## config.mk

```make
export PLATFORM = sky130hd
export DESIGN_NAME = ksa_pg_stage
export DESIGN_NICKNAME = d
export VERILOG_FILES = /design/src/rtl/ksa_pkg.sv /design/src/rtl/ksa_pg_cell.sv /design/src/rtl/ksa_pg_stage.sv
export SDC_FILE = /design/constraint.sdc
export NUM_CORES = 1
export LEC_CHECK = 0
export BUFFER_PORTS_ARGS = -buffer_cell sky130_fd_sc_hd__buf_2
export CAP_MARGIN = 20
export CELL_PAD_IN_SITES_DETAIL_PLACEMENT = 1
export CELL_PAD_IN_SITES_GLOBAL_PLACEMENT = 1
export CORE_MARGIN = 2
export CORE_UTILIZATION = 41
export DETAILED_ROUTE_END_ITERATION = 12
export MAX_ROUTING_LAYER = met4
export PLACE_DENSITY = 0.9
export RECOVER_POWER = 100
export SETUP_SLACK_MARGIN = 0.4
export SLEW_MARGIN = 20
export SYNTH_ARGS = -nofsm -noshare
export SYNTH_HDL_FRONTEND = slang
export SYNTH_SLANG_ARGS = --single-unit
```

## constraint.sdc

```tcl
create_clock -name clk -period 4.39 [get_ports clk]
set_input_delay 0.2195 -clock clk [delete_from_list [all_inputs] [get_ports clk]]
set_output_delay 0.2195 -clock clk [all_outputs]
set_load 0.1 [all_outputs]
```

## src/rtl/ksa_pkg.sv

```systemverilog
// Shared definitions for the Kogge-Stone adder slice: default operand width
// and the {generate, propagate} pair carried between prefix-tree stages.
package ksa_pkg;

  localparam int KSA_WIDTH_DEFAULT = 32;

  typedef struct packed {
    logic g;
    logic p;
  } ksa_gp_t;

  // Prefix-tree combine operator: (g_hi,p_hi) o (g_lo,p_lo).
  function automatic ksa_gp_t ksa_gp_combine(input ksa_gp_t hi, input ksa_gp_t lo);
    ksa_gp_t r;
    r.g = hi.g | (hi.p & lo.g);
    r.p = hi.p & lo.p;
    return r;
  endfunction

endpackage

```

## src/rtl/ksa_pg_cell.sv

```systemverilog
// Per-bit generate/propagate cell. Adds the kill output when KSA_PG_KILL_EN is defined.
module ksa_pg_cell (
  input  logic a,
  input  logic b,
`ifdef KSA_PG_KILL_EN
  output logic k,
`endif
  output logic g,
  output logic p
);

  assign g = a & b;
  assign p = a ^ b;
`ifdef KSA_PG_KILL_EN
  assign k = ~(a | b);
`endif

endmodule

```

## src/rtl/ksa_pg_stage.sv

```systemverilog
// Registered level-1 (pre-processing) stage of a Kogge-Stone adder with a
// valid/ready output buffer. Optional kill vector k_ext under KSA_PG_KILL_EN.
module ksa_pg_stage
  import ksa_pkg::*;
#(
  parameter int WIDTH = KSA_WIDTH_DEFAULT
) (
  input  logic             clk,
  input  logic             rst,
  input  logic             in_valid,
  output logic             in_ready,
  input  logic [WIDTH-1:0] a,
  input  logic [WIDTH-1:0] b,
  input  logic             cin,
  output logic             out_valid,
  input  logic             out_ready,
`ifdef KSA_PG_KILL_EN
  output logic [WIDTH:0]   k_ext,
`endif
  output logic [WIDTH:0]   g_ext,
  output logic [WIDTH:0]   p_ext
);

  logic [WIDTH-1:0] g_bits;
  logic [WIDTH-1:0] p_bits;
  logic [WIDTH:0]   g_nxt;
  logic [WIDTH:0]   p_nxt;
  logic             load;
`ifdef KSA_PG_KILL_EN
  logic [WIDTH-1:0] k_bits;
  logic [WIDTH:0]   k_nxt;
`endif

  for (genvar i = 0; i < WIDTH; i++) begin : g_cell
    ksa_pg_cell u_cell (
      .a (a[i]),
      .b (b[i]),
`ifdef KSA_PG_KILL_EN
      .k (k_bits[i]),
`endif
      .g (g_bits[i]),
      .p (p_bits[i])
    );
  end

  // Carry-in occupies slot 0 as a generate-only column.
  assign g_nxt = {g_bits, cin};
  assign p_nxt = {p_bits, 1'b0};
`ifdef KSA_PG_KILL_EN
  assign k_nxt = {k_bits, ~cin};
`endif

  // NOTE: in_ready depends only on registered out_valid and the downstream
  // out_ready, so no operand-to-output combinational path exists.
  assign in_ready = !out_valid || out_ready;
  assign load     = in_valid && in_ready;

  // NOTE: non-blocking assignments so every register samples pre-edge values.
  always_ff @(posedge clk or posedge rst) begin
    if (rst) begin
      out_valid <= 1'b0;
      g_ext     <= '0;
      p_ext     <= '0;
`ifdef KSA_PG_KILL_EN
      k_ext     <= '0;
`endif
    end else if (load) begin
      out_valid <= 1'b1;
      g_ext     <= g_nxt;
      p_ext     <= p_nxt;
`ifdef KSA_PG_KILL_EN
      k_ext     <= k_nxt;
`endif
    end else if (out_ready) begin
      // Drain with nothing to replace it: data holds, only valid drops.
      out_valid <= 1'b0;
    end
  end

endmodule

```

==> reports/results.txt <==
Dividing the detail-routed wire length by the instance count gives 15.81 um. Row generation in the floorplan step produced 31 rows. The synthesis warning total is 0, and the largest clock skew in the final design is 0.007657 ns. The initial utilization of the core area, before any placement, comes to 42.87%. The slowest stage of the critical path is the sky130_fd_sc_hd__clkbuf_1 cell. HPWL after detailed placement: 4.961 mm.

Setup violations remaining at the end of the flow were counted as 0. Largest delay contributor family on the critical path: buffers and inverters. The number of gates resized after CTS was 0.

The clock transition at the register clock pins on the worst setup and hold paths after CTS works out to 0.07 ns. The critical path goes through nand2b_2, nand2_4, clkbuf_1, mux2_2. The final-stage net count came out at 417.

The critical path in this run is classified as reg2reg. The core outline area was 0.007331 mm2; the number of nets produced by synthesis was 277. The final standard cell utilization of the core is 51.44%. The final reports fail on max-capacitance violations, max-slew violations. The fraction of post-synthesis cell area in the top cell type by area came out at 52.55%.

Sorting the synthesized cells by area gives the leading types as sky130_fd_sc_hd__dfrtp_1 (53%), sky130_fd_sc_hd__mux2_4 (24%), sky130_fd_sc_hd__ha_1 (13%). Worst hold-check path type: in2reg. Routed wire length: 6.642 mm. The flow ran to the end, but the final reports show violations. The tools report the post-place instance area as 0.003825 mm2. sky130_fd_sc_hd__dfrtp_1 takes more of the synthesized area than any other cell.

The number of max-slew violations in the final report is 32. The worst path buffer plus inverter count works out to 1. The worst max-slew margin expressed relative to the limit was -10.84%; the final design instance area without fill was 0.003771 mm2. In this design, the stage delay of the slowest critical-path cell is 1.26 ns. The logs give 4.59 ns for the worst endpoint required time and 2 for the first-pass iteration count of the detailed router.

For this design the top-level I/O count stands at 137. The total negative slack is 0 ns. Buffer type at the clock tree root: sky130_fd_sc_hd__clkbuf_8. Setup repair after global routing left no endpoint under its margin. For the pin with the worst max-slew slack, the measured transition is 1.663 ns.

The average cell area after synthesis was 17.86 um2; the chip height was 91.56 um. Number of hold violations in the final report: 0. The cell area after synthesis is 0.003143 mm2. The run gives 2167 as the via count of the first global-routing pass.

Synthesis produced 176 cells. After global routing the overflow that remains totals 0. In this run the tool buffered the top-level ports with 135 buffer cells. The tools report the startpoint type of the worst setup path as a register. In the post-route analysis, the smallest setup slack over all paths is 1.691 ns. The proportion of layout cells with a drive suffix above 1 came out at 32.09%. The fraction of the yosys area taken by sequential cells was 52.55%; the total setup buffers inserted after CTS was 0. The number of distinct library cells after synthesis is 12. TritonCTS built the clock tree.

For this run, the top clock speed supported by timing is 370.4 MHz. The tools report the element type at the critical path end as a register. The depth of the CTS H-tree was 3; the number of sinks driven by the clock tree was 66.

The synthesized flop and latch total was 66; the horizontal die dimension was 91.56 um. The antenna violation net count after detailed routing was 0; the largest voltage drop on the vdd net was 0.2852 mV. Of the available clock period, the critical path in the final layout requires 61.49%. For the number of max-cap violations, the log shows 1. Global routing used 17.08% of the available tracks.

The floorplan step defined a die boundary enclosing 0.008382 mm2. In this run the worst path has a maximum fanout of 35. The final critical path time including I/O delays and setup is 2.699 ns, and the via-per-instance ratio is 4.614. Static power due to leakage: 1.858 nW. For this design the ratio of total power to cell area is 611.5 mW/mm2. The number of hold-repair buffers added at the cts stage was 0.

The first global-routing pass estimated 10.81 mm of wire. The logs give 2 for the worst-case clock buffer depth and 0 for the initial antenna violation count. Compared with the post-synthesis result, the final layout area differs by 19.98%. After detailed routing, the number of remaining DRC violations is 0. Entering global routing, the biggest net connects 67 pins. Clock latency on the worst-skew pair, taken at its later pin, is 0.33 ns. Routability-driven placement finished with a final weighted congestion of 0.6975. The number of DRC markers after the initial detailed-route iteration was 22.

Data arrives at the worst endpoint at 2.90 ns. The setup slack at placement is 2.308 ns. Buffers inserted during clock tree synthesis total 9.

The detailed-route via count was 1938. The number of antenna diodes in the final layout is 0.
[logic make-up (layout without fill, tap and decap cells)]
family	Yosys count	after routing	synth area share [%]
adder cells (fa/ha/maj)	32	32	12.74
flip-flops	66	66	52.55
multiplexers	65	65	29.26
other	1	1	0.1193
AND/OR/NAND/NOR	3	3	0.9952
buffers and inverters	9	154	4.339
[cells in the final DEF (no fill, tap or decap)]
cell type | synthesis | routed
sky130_fd_sc_hd__mux2_4 | 50 | 2
sky130_fd_sc_hd__nand2b_1 | 1 | 1
sky130_fd_sc_hd__dfrtp_1 | 66 | 66
sky130_fd_sc_hd__inv_1 | 1 | 1
sky130_fd_sc_hd__mux2_1 | 0 | 48
sky130_fd_sc_hd__mux2_2 | 15 | 15
sky130_fd_sc_hd__buf_4 | 1 | 1
sky130_fd_sc_hd__clkinv_2 | 0 | 2
sky130_fd_sc_hd__bufinv_16 | 0 | 2
sky130_fd_sc_hd__ha_1 | 32 | 32
sky130_fd_sc_hd__conb_1 | 1 | 1
sky130_fd_sc_hd__nand2b_2 | 0 | 1
sky130_fd_sc_hd__nand2_4 | 1 | 1
sky130_fd_sc_hd__clkinvlp_4 | 0 | 1
sky130_fd_sc_hd__clkbuf_8 | 0 | 10
sky130_fd_sc_hd__buf_2 | 1 | 68
sky130_fd_sc_hd__clkbuf_1 | 0 | 69
[registers in the layout, indices dropped and copies added, names as in the netlist]
name,cells
p_ext,32
g_ext,33
out_valid,1
[per-layer routing]
| layer | global-route usage (%) | vias to the layer above | part of all wire, % |
|---|---|---|---|
| met5 | - | - | 0 |
| met4 | 6.061 | 0 | 0.47 |
| met3 | 3.651 | 4 | 6.5 |
| met2 | 28.13 | 85 | 52 |
| met1 | 20.77 | 939 | 41 |
| li1 | - | 910 | - |
[cell usage after synthesis]
cell                        n
sky130_fd_sc_hd__buf_12     6
sky130_fd_sc_hd__buf_2      1
sky130_fd_sc_hd__buf_4      1
sky130_fd_sc_hd__conb_1     1
sky130_fd_sc_hd__dfrtp_1   66
sky130_fd_sc_hd__ha_1      32
sky130_fd_sc_hd__inv_1      1
sky130_fd_sc_hd__mux2_2    15
sky130_fd_sc_hd__mux2_4    50
sky130_fd_sc_hd__nand2_4    1
sky130_fd_sc_hd__nand2b_1   1
sky130_fd_sc_hd__nand2b_4   1
[power by group]
| part | internal, W | total [W] | leakage, nW | switching (W) |
|---|---|---|---|---|
| logic | 0.000138 | 0.000992 | 0.939 | 0.000854 |
| clock network | 0.000334 | 0.000554 | 0.109 | 0.000220 |
| registers | 0.000705 | 0.000760 | 0.810 | 0.0000555 |
| total | 0.00118 | 0.00231 | 1.86 | 0.00113 |
[stage by stage]
stage | instances | total power (W) | hold WS, ns
after global routing | 420 | 0.002401 | 0.1026
after CTS | 420 | 0.002434 | 0.1075
after global placement | 404 | 0.001840 | 0.4592
final | 420 | 0.002306 | 0.1180
after floorplan | 176 | 0.001687 | 0.3279
after detailed placement | 404 | 0.001861 | 0.4605
[cell type report]
class / instances / area [um2]
fillers: 812 / 3560
clock inverters: 5 / 77.57
clock buffers: 11 / 141.4
repair buffers: 137 / 603.1
flip-flops and latches: 66 / 1652
inverters: 1 / 3.754
well taps: 99 / 123.9
multi-input cells: 101 / 1170
[path summary, 6_finish.rpt]
kind                       slack [ns]        end      start  cells after the start
setup / recovery                 1.69  p_ext[23]  out_valid                      4
hold / removal                   0.12   g_ext[0]        cin                      2
setup reg to reg                 1.69  p_ext[23]  out_valid                      4
hold reg to reg                  0.49   g_ext[1]   g_ext[1]                      1
max in group asynchronous        3.71  g_ext[14]        rst                      3
min in group asynchronous        0.15  g_ext[22]        rst                      3
No activity file was read; power rests on OpenSTA's default activity.
